**config.mk**
```make
export PLATFORM = sky130hd
export DESIGN_NAME = weight_shift_cell_flat
export DESIGN_NICKNAME = d
export VERILOG_FILES = /design/src/rtl/weight_shift_cell_pkg.sv /design/src/rtl/weight_shift_cell_if.sv /design/src/rtl/weight_shift_cell_wrap_counter.sv /design/src/rtl/weight_shift_cell.sv /design/src/flat_wrapper.sv
export SDC_FILE = /design/constraint.sdc
export NUM_CORES = 1
export LEC_CHECK = 0
export CAP_MARGIN = 20
export CORE_AREA = 4 4 230 232
export CTS_BUF_LIST = sky130_fd_sc_hd__clkbuf_8
export CTS_CLUSTER_SIZE = 24
export DETAILED_ROUTE_END_ITERATION = 8
export DIE_AREA = 0 0 234 236
export HOLD_SLACK_MARGIN = 0.02
export SLEW_MARGIN = 10
export SYNTH_ARGS = -nofsm -noshare
export SYNTH_HDL_FRONTEND = slang
export SYNTH_HIERARCHICAL = 1
export SYNTH_SLANG_ARGS = --single-unit
```
**constraint.sdc**
```tcl
create_clock -name clk -period 4.5 [get_ports clk]
set_clock_uncertainty 0.1 [all_clocks]
set_input_delay 0.9 -clock clk [delete_from_list [all_inputs] [get_ports clk]]
set_output_delay 0.9 -clock clk [all_outputs]
set_load 0.005 [all_outputs]
```
**src/rtl/weight_shift_cell_pkg.sv**
```systemverilog
// Shared types and default geometry for the convolution-array weight cell.
// Scan states, the weight-update select, and the counter-width helper.
package weight_cell_pkg;

    typedef enum logic [1:0] {
        IDLE,
        LOAD,
        RUN
    } state_t;

    typedef enum logic [2:0] {
        HOLD,
        XIN,
        YIN,
        HOME,
        MEM
    } upd_sel_t;

    localparam int DEF_NCH    = 16;
    localparam int DEF_WW     = 8;
    localparam int DEF_AW     = 4;
    localparam int DEF_K      = 3;
    localparam int DEF_OUTW   = 19;
    localparam int DEF_OUTH   = 19;
    localparam int DEF_RD_LAT = 1;

    // A counter of range 1 still needs one bit to exist.
    function automatic int cnt_w(input int n);
        return $clog2((n > 2) ? n : 2);
    endfunction

endpackage

```
**src/rtl/weight_shift_cell_if.sv**
```systemverilog
// Bus bundle between a weight cell and its memory, neighbours and sequencer.
// slave is the cell side; master is whatever drives the cell.
interface weight_shift_cell_if
    import weight_cell_pkg::*;
#(
    parameter int NCH  = DEF_NCH,
    parameter int WW   = DEF_WW,
    parameter int AW   = DEF_AW,
    parameter int K    = DEF_K,
    parameter int OUTW = DEF_OUTW,
    parameter int OUTH = DEF_OUTH
) ();
    logic                    start;
    logic [AW-1:0]           kidx;
    logic                    step;
    logic [NCH*AW-1:0]       mem_raddr;
    logic [NCH*WW-1:0]       mem_rdata;
    logic [NCH*WW-1:0]       w_xin;
    logic [NCH*WW-1:0]       w_yin;
    logic [NCH*WW-1:0]       w_q;
    logic                    ready;
    logic                    busy;
    logic                    finish;
    logic [cnt_w(K)-1:0]     cnt_x;
    logic [cnt_w(K)-1:0]     cnt_y;
    logic [cnt_w(OUTW)-1:0]  cnt_X;
    logic [cnt_w(OUTH)-1:0]  cnt_Y;

    modport slave (
        input  start, kidx, step, mem_rdata, w_xin, w_yin,
        output mem_raddr, w_q, ready, busy, finish, cnt_x, cnt_y, cnt_X, cnt_Y
    );

    modport master (
        output start, kidx, step, mem_rdata, w_xin, w_yin,
        input  mem_raddr, w_q, ready, busy, finish, cnt_x, cnt_y, cnt_X, cnt_Y
    );
endinterface

```
**src/rtl/weight_shift_cell_wrap_counter.sv**
```systemverilog
// Modulo-MAX counter; wrap flags the enabled cycle that returns it to zero,
// so chaining wrap -> en builds the nested scan.
module wrap_counter
    import weight_cell_pkg::*;
#(
    parameter int MAX = 3
) (
    input  logic                   clk,
    input  logic                   xrst,
    input  logic                   en,
    output logic [cnt_w(MAX)-1:0]  q,
    output logic                   wrap
);
    localparam int W = cnt_w(MAX);

    assign wrap = en && (q == W'(MAX - 1));

    always_ff @(posedge clk or negedge xrst) begin
        if (!xrst) begin
            q <= '0;
        end else if (en) begin
            q <= wrap ? '0 : q + 1'b1;
        end
    end
endmodule

```
**src/rtl/weight_shift_cell.sv**
```systemverilog
// One PE weight store: fetches NCH kernel weights from memory, then shifts
// them through the array as the x/X/y/Y scan advances.
module weight_shift_cell
    import weight_cell_pkg::*;
#(
    parameter int NCH    = DEF_NCH,
    parameter int WW     = DEF_WW,
    parameter int AW     = DEF_AW,
    parameter int K      = DEF_K,
    parameter int OUTW   = DEF_OUTW,
    parameter int OUTH   = DEF_OUTH,
    parameter int RD_LAT = DEF_RD_LAT
) (
    input  logic              clk,
    input  logic              xrst,
    weight_shift_cell_if.slave bus
);
    localparam int LW = $clog2(RD_LAT + 1);

    state_t             r_state;
    logic [AW-1:0]      r_kidx;
    logic [LW-1:0]      r_lcnt;
    logic [NCH*WW-1:0]  r_w;
    logic [NCH*WW-1:0]  r_home;
    logic               r_ready;
    logic               r_busy;
    logic               r_finish;

    logic               w_step_acc;
    logic               w_start_acc;
    logic               w_load_done;
    logic               w_wrap_x;
    logic               w_wrap_X;
    logic               w_wrap_y;
    logic               w_wrap_Y;
    upd_sel_t           w_sel;
    logic [NCH*WW-1:0]  w_next;

    // r_busy stays high through the finish pulse so a start there is refused.
    assign w_start_acc = bus.start && (r_state == IDLE) && !r_busy;
    assign w_step_acc  = bus.step && (r_state == RUN);
    assign w_load_done = (r_state == LOAD) && (r_lcnt == LW'(RD_LAT));

    genvar gi;
    generate
        for (gi = 0; gi < NCH; gi++) begin : g_raddr
            assign bus.mem_raddr[gi*AW +: AW] = r_kidx;
        end
    endgenerate

    wrap_counter #(.MAX(K))    u_cnt_x (.clk(clk), .xrst(xrst), .en(w_step_acc), .q(bus.cnt_x), .wrap(w_wrap_x));
    wrap_counter #(.MAX(OUTW)) u_cnt_X (.clk(clk), .xrst(xrst), .en(w_wrap_x),   .q(bus.cnt_X), .wrap(w_wrap_X));
    wrap_counter #(.MAX(K))    u_cnt_y (.clk(clk), .xrst(xrst), .en(w_wrap_X),   .q(bus.cnt_y), .wrap(w_wrap_y));
    wrap_counter #(.MAX(OUTH)) u_cnt_Y (.clk(clk), .xrst(xrst), .en(w_wrap_y),   .q(bus.cnt_Y), .wrap(w_wrap_Y));

    // Row change pulls from above; any other kernel-column wrap restores home.
    always_comb begin
        w_sel = HOLD;
        if (w_load_done) begin
            w_sel = MEM;
        end else if (w_step_acc) begin
            if (!w_wrap_x)
                w_sel = XIN;
            else if (w_wrap_X && !w_wrap_y)
                w_sel = YIN;
            else
                w_sel = HOME;
        end
    end

    always_comb begin
        w_next = r_w;
        case (w_sel)
            XIN:     w_next = bus.w_xin;
            YIN:     w_next = bus.w_yin;
            HOME:    w_next = r_home;
            MEM:     w_next = bus.mem_rdata;
            default: w_next = r_w;
        endcase
    end

    always_ff @(posedge clk or negedge xrst) begin
        if (!xrst) begin
            r_state  <= IDLE;
            r_kidx   <= '0;
            r_lcnt   <= '0;
            r_w      <= '0;
            r_home   <= '0;
            r_ready  <= 1'b0;
            r_busy   <= 1'b0;
            r_finish <= 1'b0;
        end else begin
            r_finish <= 1'b0;
            if (r_finish)
                r_busy <= 1'b0;
            case (r_state)
                IDLE: begin
                    if (w_start_acc) begin
                        r_state <= LOAD;
                        r_kidx  <= bus.kidx;
                        r_lcnt  <= '0;
                        r_busy  <= 1'b1;
                    end
                end
                LOAD: begin
                    if (w_load_done) begin
                        r_state <= RUN;
                        r_ready <= 1'b1;
                    end else begin
                        r_lcnt <= r_lcnt + 1'b1;
                    end
                end
                RUN: begin
                    if (w_wrap_Y) begin
                        r_state  <= IDLE;
                        r_ready  <= 1'b0;
                        r_finish <= 1'b1;
                    end
                end
                default: r_state <= IDLE;
            endcase
            if (w_sel != HOLD)
                r_w <= w_next;
            if (w_sel == MEM)
                r_home <= bus.mem_rdata;
        end
    end

    assign bus.w_q    = r_w;
    assign bus.ready  = r_ready;
    assign bus.busy   = r_busy;
    assign bus.finish = r_finish;
endmodule

```
**src/flat_wrapper.sv**
```systemverilog
// flat-port wrapper written by rule: the top's interface ports become plain ports
module weight_shift_cell_flat import weight_cell_pkg::*;
#(
    parameter int NCH    = DEF_NCH,
    parameter int WW     = DEF_WW,
    parameter int AW     = DEF_AW,
    parameter int K      = DEF_K,
    parameter int OUTW   = DEF_OUTW,
    parameter int OUTH   = DEF_OUTH,
    parameter int RD_LAT = DEF_RD_LAT
)
  (clk, xrst, bus_start, bus_kidx, bus_step, bus_mem_rdata, bus_w_xin, bus_w_yin, bus_mem_raddr, bus_w_q, bus_ready, bus_busy, bus_finish, bus_cnt_x, bus_cnt_y, bus_cnt_X, bus_cnt_Y);
  weight_shift_cell_if #(.NCH(NCH), .WW(WW), .AW(AW), .K(K), .OUTW(OUTW), .OUTH(OUTH)) bus_i ();
  input  logic clk;
  input  logic xrst;
  input wire logic [$bits(bus_i.start)-1:0] bus_start;
  input wire logic [$bits(bus_i.kidx)-1:0] bus_kidx;
  input wire logic [$bits(bus_i.step)-1:0] bus_step;
  input wire logic [$bits(bus_i.mem_rdata)-1:0] bus_mem_rdata;
  input wire logic [$bits(bus_i.w_xin)-1:0] bus_w_xin;
  input wire logic [$bits(bus_i.w_yin)-1:0] bus_w_yin;
  output wire logic [$bits(bus_i.mem_raddr)-1:0] bus_mem_raddr;
  output wire logic [$bits(bus_i.w_q)-1:0] bus_w_q;
  output wire logic [$bits(bus_i.ready)-1:0] bus_ready;
  output wire logic [$bits(bus_i.busy)-1:0] bus_busy;
  output wire logic [$bits(bus_i.finish)-1:0] bus_finish;
  output wire logic [$bits(bus_i.cnt_x)-1:0] bus_cnt_x;
  output wire logic [$bits(bus_i.cnt_y)-1:0] bus_cnt_y;
  output wire logic [$bits(bus_i.cnt_X)-1:0] bus_cnt_X;
  output wire logic [$bits(bus_i.cnt_Y)-1:0] bus_cnt_Y;
  assign bus_i.start = bus_start;
  assign bus_i.kidx = bus_kidx;
  assign bus_i.step = bus_step;
  assign bus_i.mem_rdata = bus_mem_rdata;
  assign bus_i.w_xin = bus_w_xin;
  assign bus_i.w_yin = bus_w_yin;
  assign bus_mem_raddr = bus_i.mem_raddr;
  assign bus_w_q = bus_i.w_q;
  assign bus_ready = bus_i.ready;
  assign bus_busy = bus_i.busy;
  assign bus_finish = bus_i.finish;
  assign bus_cnt_x = bus_i.cnt_x;
  assign bus_cnt_y = bus_i.cnt_y;
  assign bus_cnt_X = bus_i.cnt_X;
  assign bus_cnt_Y = bus_i.cnt_Y;
  weight_shift_cell #(.NCH(NCH), .WW(WW), .AW(AW), .K(K), .OUTW(OUTW), .OUTH(OUTH), .RD_LAT(RD_LAT)) u_core (.clk(clk), .xrst(xrst), .bus(bus_i));
endmodule
```
==> run metrics, run 1 <==
Cell Pwr Density=approximately 250 mW/mm2; initial antenna violation count=9; vias per cell=roughly 5.0; detailed-route via count=between 10000 and 15000; pins over their slew limit=0; dpl hpwl=just over 40 mm; first-pass GRT wire length=89.2 mm; share of layout cells above drive strength 1=0.0652; worst-margin pin slew=1.04 ns; slew margin rel.=0.307; utilization after layout=0.434; final WL=between 50 and 60 mm; crit path cell chain=clkdlybuf4s50_1 -> nand3b_1 -> inv_4 -> and3b_4 -> nand3b_1 -> nor3b_4 -> buf_4 -> nand2b_4 -> buf_4 -> a211oi_1 -> o2bb2ai_1; Post-Synthesis Net Count=1945; post-layout min period=3.42 ns; CTS Sinks=280; largest net degree at the start of global routing=150; Seq pwr share=0.456; Switching Fraction=0.234; pre-CTS setup slack=0.451 ns; Initial Utilization=0.294; area leader, netlist=dfrtp_1; Max IR drop VDD=approximately 0.00017 V; status=finished, final reports clean; global-route usage over all layers=0.205; CORE AREA=0.0510 mm2; Min-Delay Path Class=reg -> reg; Syn Area/Cell=a little under 10 um2; Critical-path top delay cell=clkdlybuf4s50_1; final worst slack=~1.1 ns; Fin. Hold Viols=0; crit-path max cell delay=just over 0.5 ns; logic gate share of total power=0.098; FMAX=292 MHz; Syn Std Cell Area=roughly 0.015 mm2; drt first-iter violations=approximately 940; max cap viols=0; hold path startpoint=u_core/r_home[17]; Syn Inst Count=between 1500 and 2000; Synth-to-Final Area Change=47.8%; worst endpoint required time=approximately 5 ns; P_int=roughly 0.0043 W; crit path launch=bus_step; RD Place Congestion=0.837; Root Driver=clkbuf_8; CTS tree=done; share of the synthesized area in the top cell type=0.468; Die X=around 230 um; flops & latches, synth=between 200 and 300; final worst-path cycle share=0.761; Final setup viols=0; Die Ht=~240 um; setup TNS=0 ns; Yosys cell types=between 40 and 50; critical-path maximum fanout=53; row cnt=83; Die ar.=approximately 0.055 mm2; CTS Buffer Depth=3; net switching power=roughly 0.0013 W; post_cts resized=0; Reg clk slew, reported paths=about 0.060 ns; fin nets=approximately 2400; startpoint types=input port; antenna viol nets, final=0; LEAKAGE=roughly 9.6 nW; H-tree levels=2; Ys Warns=6; # IOs=approximately 600; TritonCTS Buffers=between 50 and 60; post-synthesis sequential area ratio=0.468; RSZ-0062 raised after global routing=false; r2r startpoint=u_core/r_state[1]; top post-synthesis cells by area=dfrtp_1 47%, nand2_1 10%, mux2i_1 8.2%; IO buf count=600; clock latency on the worst-skew pair=about 0.6 ns; number of global-route vias before repair=around 15000; clock power share=0.447; post-CTS setup buffers=0; DRC viols=0; drt pass-1 iters=5; DR WL/cell=21.5 um; Critical Path AT=between 3 and 4 ns; Fill cells=4920; kind of critical path=in -> reg; Setup crit end kind=register; GRT Residual Overflow=0
per-layer routing:
metal  global-route usage  share of wire  vias to the layer above
met5                    0         0.0011                        -
met2                0.345           0.48                      575
met4               0.0598          0.026                       10
li1                     -              -                     6397
met1                0.256           0.40                     6850
met3               0.0581          0.087                      103
worst paths after layout:
| path | depth (start not counted) | slack [ns] | to |
|---|---|---|---|
| worst min-delay path | 2 | 0.37 | u_core/r_home[17] |
| worst max register to register | 10 | 1.35 | u_core/bus.w_q[93] |
| min in group asynchronous | 2 | 0.63 | u_core/r_home[18] |
| worst min register to register | 2 | 0.37 | u_core/r_home[17] |
| max in group asynchronous | 3 | 2.48 | u_core/bus.w_q[85] |
| worst max-delay path | 11 | 1.08 | u_core/bus.w_q[93] |
state kept, by name, indices dropped and copies added, names as in the netlist:
signal / cells
u_core/bus.busy: 1
u_core/bus.finish: 1
u_core/bus.ready: 1
u_core/bus.w_q: 128
u_core/r_home: 128
u_core/r_kidx: 4
u_core/r_lcnt: 1
u_core/r_state: 2
u_core/u_cnt_X/q: 5
u_core/u_cnt_Y/q: 5
u_core/u_cnt_x/q: 2
u_core/u_cnt_y/q: 2
power by group through the flow:
stage               clock network [W]  registers (W)   logic, W
finish                        0.00248        0.00253   0.000542
global route                  0.00269        0.00253   0.000578
CTS                           0.00258        0.00253   0.000551
detailed placement                  0        0.00257   0.000546
global placement                    0        0.00257   0.000546
floorplan                           0        0.00257  0.0000876
cells in the mapped netlist, drive strengths merged:
cell type	count
a211oi	45
a21oi	26
a22oi	24
a2bb2oi	45
a32oi	24
and2	1
and3b	49
and4b	1
buf	144
clkbuf	47
dfrtp	280
ha	4
inv	8
mux2	2
mux2i	122
nand2	406
nand2b	6
nand3	50
nand3b	4
nand4	2
nand4b	1
nor2	53
nor2b	59
nor3b	2
nor4b	1
o21ai	6
o21bai	24
o221ai	59
o22ai	2
o2bb2ai	45
or2b	2
or4b	1
xnor2	2
xor2	2
cells by family after synthesis:
logic type	count (synthesis)	synth area share
AND/OR/NAND/NOR	638	0.197
AO/OA/AOI/OAI	300	0.166
flip-flops	280	0.468
buffers and inverters	199	0.0795
multiplexers	124	0.0836
XOR/XNOR	4	0.00234
adder cells (fa/ha/maj)	4	0.00334
timing repair:
| action | CTS | global route |
|---|---|---|
| endpoints found under the hold margin | 19 | 0 |
| endpoints found under the setup margin | 0 | 0 |
| hold buffers | 1 | 0 |
cells in the final DEF, fill, tap and decap left out, types with 24 or more instances in the layout:
cell type and count:
nand2_1 406, a211oi_1 45, o21bai_1 24, dfrtp_1 280
nor2b_1 59, mux2i_1 122, inv_1 24, clkdlybuf4s50_1 599
nor2_1 52, a21oi_1 26, and3b_1 46, o221ai_1 59
a2bb2oi_1 45, o2bb2ai_1 45, clkbuf_8 65, nand3_1 50
critical path: cells and delay by family:
| kind | cells | cell delay, ns |
|---|---|---|
| simple gates | 5 | 1.12 |
| buf+inv | 4 | 1.41 |
| compound gates | 2 | 0.35 |
metrics by stage:
step | power (W) | std cells | cell area (um2) | hold WS (ns)
2_1_floorplan | 0.00266 | 1549 | 15000 | 0.345
5_1_grt | 0.00580 | 2766 | 22100 | 0.387
3_5_place_dp | 0.00312 | 2671 | 21100 | 0.362
3_3_place_gp | 0.00312 | 2671 | 21100 | 0.356
4_1_cts | 0.00566 | 2765 | 22100 | 0.377
6_report | 0.00555 | 2768 | 22100 | 0.375
cell type report:
| cell class | count | area, um2 | share of cell area |
|---|---|---|---|
| clock inverter | 28 | 153 | 0.00690 |
| antenna | 3 | 7.51 | 0.000339 |
| multi-input combinational | 1070 | 6790 | 0.307 |
| sequential | 280 | 7010 | 0.317 |
| clock buffer | 65 | 895 | 0.0404 |
| inverter | 8 | 32.5 | 0.00147 |
| timing repair buffer | 634 | 6390 | 0.289 |
| tap | 680 | 851 | 0.0385 |
Power figures use the tool's default switching activity.
==> run 2: changes to the inputs <==
==> constraint.sdc (replaced) <==
create_clock -name clk -period 3.17 [get_ports clk]
set_clock_uncertainty 0.1 [all_clocks]
set_input_delay 0.634 -clock clk [delete_from_list [all_inputs] [get_ports clk]]
set_output_delay 0.634 -clock clk [all_outputs]
set_load 0.005 [all_outputs]
==> run metrics, run 2 (synthesis results as in run 1) <==
kind of critical path=in -> reg; initial antenna violation count=7; number of global-route vias before repair=about 15000; Hold Slack=around 0.34 ns; worst endpoint required time=roughly 3.6 ns; global-route usage over all layers=0.208; H-tree levels=2; IO buf count=600; Synth-to-Final Area Change=51.3%; TritonCTS Buffers=52; first-pass GRT wire length=roughly 90 mm; status=finished, final reports clean; worst-margin pin slew=between 0.9 and 1 ns; post-layout min period=around 2.7 ns; CTS Buffer Depth=3; clock latency on the worst-skew pair=roughly 0.61 ns; most frequent cells in the layout=599 x clkdlybuf4s50_1, 406 x nand2_1, 280 x dfrtp_1; startpoint types=input port; Die ar.=roughly 0.055 mm2; # IOs=between 600 and 700; antenna viol nets, final=0; Fill cells=about 4900; DR WL/cell=~21 um; drt first-iter violations=783; dpl hpwl=between 40 and 50 mm; max cap viols=0; Setup crit end kind=register; Critical Path AT=approximately 3.1 ns; Non-Filler Instances=approximately 2800; RSZ-0062 raised after global routing=false; DRC viols=0; Final setup viols=0; slew margin rel.=0.344; Reg clk slew, reported paths=~0.060 ns; pins over their slew limit=0; Max IR drop VDD=0.000256 V; Fin. Hold Viols=0; Initial Utilization=0.294; share of layout cells above drive strength 1=0.0844; largest net degree at the start of global routing=between 80 and 90; multi-input logic area=slightly below 0.007 mm2; Die Ht=236 um; CTS tree=done; Min-Delay Path Class=reg -> reg; FMAX=~370 MHz; final WL=60.2 mm; flip-flop and latch area=0.00701 mm2; Cell Pwr Density=roughly 360 mW/mm2; row cnt=83; CTS Sinks=280; CORE AREA=a little over 0.05 mm2; critical-path maximum fanout=29; GRT Residual Overflow=0; vias per cell=between 4 and 5; final worst-path cycle share=0.859; fin nets=2475; most common cell after layout, fill and taps aside=clkdlybuf4s50_1; Root Driver=clkbuf_8; total power=0.00813 W; LEAKAGE=slightly below 10 nW; Cells after DPL=2704; Die X=234 um; detailed-route via count=between 10000 and 15000; drt pass-1 iters=5; setup TNS=0 ns; RD Place Congestion=~0.83
==> run 2: per-stage QoR <==
stage / setup slack, ns / utilization / area [um2]
floorplan: -0.0201 / - / 15000
global placement: -0.135 / 0.421 / 21500
detailed placement: -0.153 / 0.421 / 21500
CTS: 0.494 / 0.444 / 22600
global route: 0.324 / 0.444 / 22600
finish: 0.448 / 0.444 / 22600
==> run 2: area by class of cell <==
| cell class | count | area share |
|---|---|---|
| Sequential cell | 280 | 0.309 |
| Clock inverter | 17 | 0.00337 |
| Antenna cell | 3 | 0.000331 |
| Clock buffer | 78 | 0.0474 |
| Tap cell | 680 | 0.0376 |
| Inverter | 8 | 0.00166 |
| Multi-Input combinational cell | 1070 | 0.300 |
| Timing Repair Buffer | 667 | 0.300 |
==> run 2: worst paths after layout <==
check	startpoint	end	slack (ns)	cells past startpoint
setup / recovery	bus_step	u_core/bus.w_q[103]	0.45	11
hold / removal	u_core/bus.finish	u_core/bus.busy	0.34	1
setup reg to reg	u_core/r_state[0]	u_core/bus.w_q[103]	0.52	10
hold reg to reg	u_core/bus.finish	u_core/bus.busy	0.34	1
max in group asynchronous	xrst	u_core/bus.w_q[61]	1.45	4
min in group asynchronous	xrst	u_core/bus.w_q[27]	0.51	2
==> run 2: worst max-delay path, cell delays in order <==
cell             delay (ns)
clkdlybuf4s50_1        0.48
nand3b_1               0.20
inv_8                  0.09
and3b_4                0.19
nand3b_1               0.13
nor3b_4                0.23
and3b_2                0.24
buf_4                  0.31
and3b_1                0.22
a211oi_1               0.25
o2bb2ai_1              0.10
==> run 2: power by group <==
part           leakage [nW]  internal, W  switching [W]
Sequential             3.21      0.00358      0.0000110
Combinational          5.95     0.000543       0.000235
Clock                 0.635      0.00215        0.00161
==> run 2: routing by layer <==
metal  vias to the layer above  GRT usage  wire [um]
met5                         -          0         45
met4                         8     0.0618       1560
met3                       102     0.0589       5190
met2                       562      0.346      28800
met1                      6857      0.263      24700
li1                       6476          -          -
==> run 2: timing repair <==
item,4_1_cts,5_1_grt
buffers inserted,0,0
hold endpoints to repair,58,0
hold buffers,1,0
resized for setup,0,0
==> run 3: changes to the inputs <==
--- a/config.mk
+++ b/config.mk
@@ -12,6 +12,8 @@
 export DETAILED_ROUTE_END_ITERATION = 8
 export DIE_AREA = 0 0 234 236
 export HOLD_SLACK_MARGIN = 0.02
+export SETUP_SLACK_MARGIN = 0.05
+export SKIP_LAST_GASP = 1
 export SLEW_MARGIN = 10
 export SYNTH_ARGS = -nofsm -noshare
 export SYNTH_HDL_FRONTEND = slang
==> run metrics, run 3 (synthesis results as in run 1) <==
post-CTS setup buffers=0; initial antenna violation count=4; Min-Delay Path Class=reg -> reg; critical-path maximum fanout=53; number of global-route vias before repair=15100; Hold Slack=between 0.3 and 0.4 ns; pins over their slew limit=0; routed wl met3=between 5 and 6 mm; post-layout min period=about 2.8 ns; Die X=234 um; Fin. Hold Viols=0; RSZ-0062 raised after global routing=false; crit path cell chain=clkdlybuf4s50_1 -> nand3b_1 -> inv_8 -> and3b_4 -> nand3b_1 -> nor3b_4 -> and3b_2 -> buf_12 -> nand3b_1 -> nor3b_2 -> inv_1 -> nor2_1 -> o21ai_0; crit-path max cell delay=0.49 ns; GRT Residual Overflow=0; Root Driver=clkbuf_8; Critical Path AT=roughly 3.2 ns; Die Ht=236 um; kind of critical path=in -> reg; global-route usage over all layers=0.212; worst endpoint required time=approximately 3.5 ns; Setup crit end kind=register; drt first-iter violations=786; hold path startpoint=u_core/bus.finish; utilization after layout=0.441; worst reg2reg path depth=12; met1 WL=24.9 mm; clock latency on the worst-skew pair=around 0.6 ns; largest net degree at the start of global routing=100; DRC viols=0; TritonCTS Buffers=52; detailed-route via count=14100; CTS tree=done; final worst-path cycle share=0.891; drt pass-1 iters=5; Die ar.=0.0552 mm2; Min-Delay Endpoint=u_core/bus.busy; dpl hpwl=roughly 44 mm; Final setup viols=0; Critical-path top delay cell=clkdlybuf4s50_1; first-pass GRT wire length=~92 mm; final WL=~60 mm; # IOs=between 600 and 700; Synth-to-Final Area Change=50.3%; FMAX=roughly 350 MHz; status=finished, final reports clean; most common cell after layout, fill and taps aside=clkdlybuf4s50_1; H-tree levels=2; DR WL/cell=between 20 and 25 um; DR top layer=met5; slew margin rel.=0.296; antenna viol nets, final=0; WHS Path Cells=1; Reg clk slew, reported paths=roughly 0.06 ns; Max IR drop VDD=around 0.00018 V; worst-margin pin slew=about 1.1 ns; most used cell, CP=nand3b_1; CTS Sinks=280; CTS Buffer Depth=3; CORE AREA=just over 0.05 mm2; Initial Utilization=0.294; startpoint types=input port; Fill cells=~5000; IO buf count=600; row cnt=slightly above 80; hold_buf cts=1; r2r startpoint=u_core/r_state[0]; vias per cell=5.05; Cell Pwr Density=around 350 mW/mm2; share of layout cells above drive strength 1=0.0798; fin nets=between 2000 and 2500; most frequent cells in the layout=599 x clkdlybuf4s50_1, 406 x nand2_1, 280 x dfrtp_1; max cap viols=0; LEAKAGE=9.77 nW; FF-to-FF End=u_core/bus.ready; post_cts resized=0; metal2 WL=between 20 and 30 mm; RD Place Congestion=~0.89; register-to-register setup slack=~0.43 ns
[run 3: how the worst max path moves through the flow]
| stage | slack (ns) | startpoint | endpoint |
|---|---|---|---|
| 3_5_place_dp | -0.30 | bus_step | u_core/bus.ready |
| 5_1_grt | 0.19 | bus_step | u_core/bus.ready |
| 2_1_floorplan | -0.02 | bus_step | u_core/bus.w_q[11] |
| 6_report | 0.34 | bus_step | u_core/bus.ready |
| 4_1_cts | 0.37 | bus_step | u_core/bus.ready |
| 3_3_place_gp | -0.26 | bus_step | u_core/bus.ready |
[run 3: routing by layer]
layer | track usage | vias up
met2 | 0.358 | 613
met3 | 0.0595 | 97
met4 | 0.0591 | 4
li1 | - | 6450
met5 | 0 | -
met1 | 0.266 | 6971
[run 3: power breakdown]
group / leakage, nW / total, W / internal, W / switching (W)
clock network: 0.595 / 0.00346 / 0.00191 / 0.00156
logic: 5.96 / 0.000793 / 0.000545 / 0.000248
registers: 3.21 / 0.00359 / 0.00358 / 0.0000119
[run 3: final cells by class]
type | instances | area, um2 | area share
antenna | 2 | 5.00 | 0.000222
clock inverter | 24 | 124 | 0.00550
clock buffer | 65 | 895 | 0.0397
tap | 680 | 851 | 0.0378
inverter | 8 | 37.5 | 0.00167
multi-input combinational | 1070 | 6790 | 0.302
sequential | 280 | 7010 | 0.311
timing repair buffer | 671 | 6800 | 0.302
[run 3: through the flow]
step                cell area (um2)  cells  TNS (ns)  setup slack, ns  power, W
floorplan                     15100   1549    -0.887          -0.0178   0.00378
global placement              21500   2708     -7.19           -0.256   0.00445
detailed placement            21500   2708    -14.57           -0.299   0.00445
CTS                           22500   2798         0            0.373   0.00796
global route                  22500   2800         0            0.187   0.00817
finish                        22500   2800         0            0.344   0.00784
[run 3: worst max-delay path: cells and delay by family]
family | cells | cell delay, ns
AO/OA/AOI/OAI | 1 | 0.09
buffers and inverters | 4 | 0.89
AND/OR/NAND/NOR | 8 | 1.54
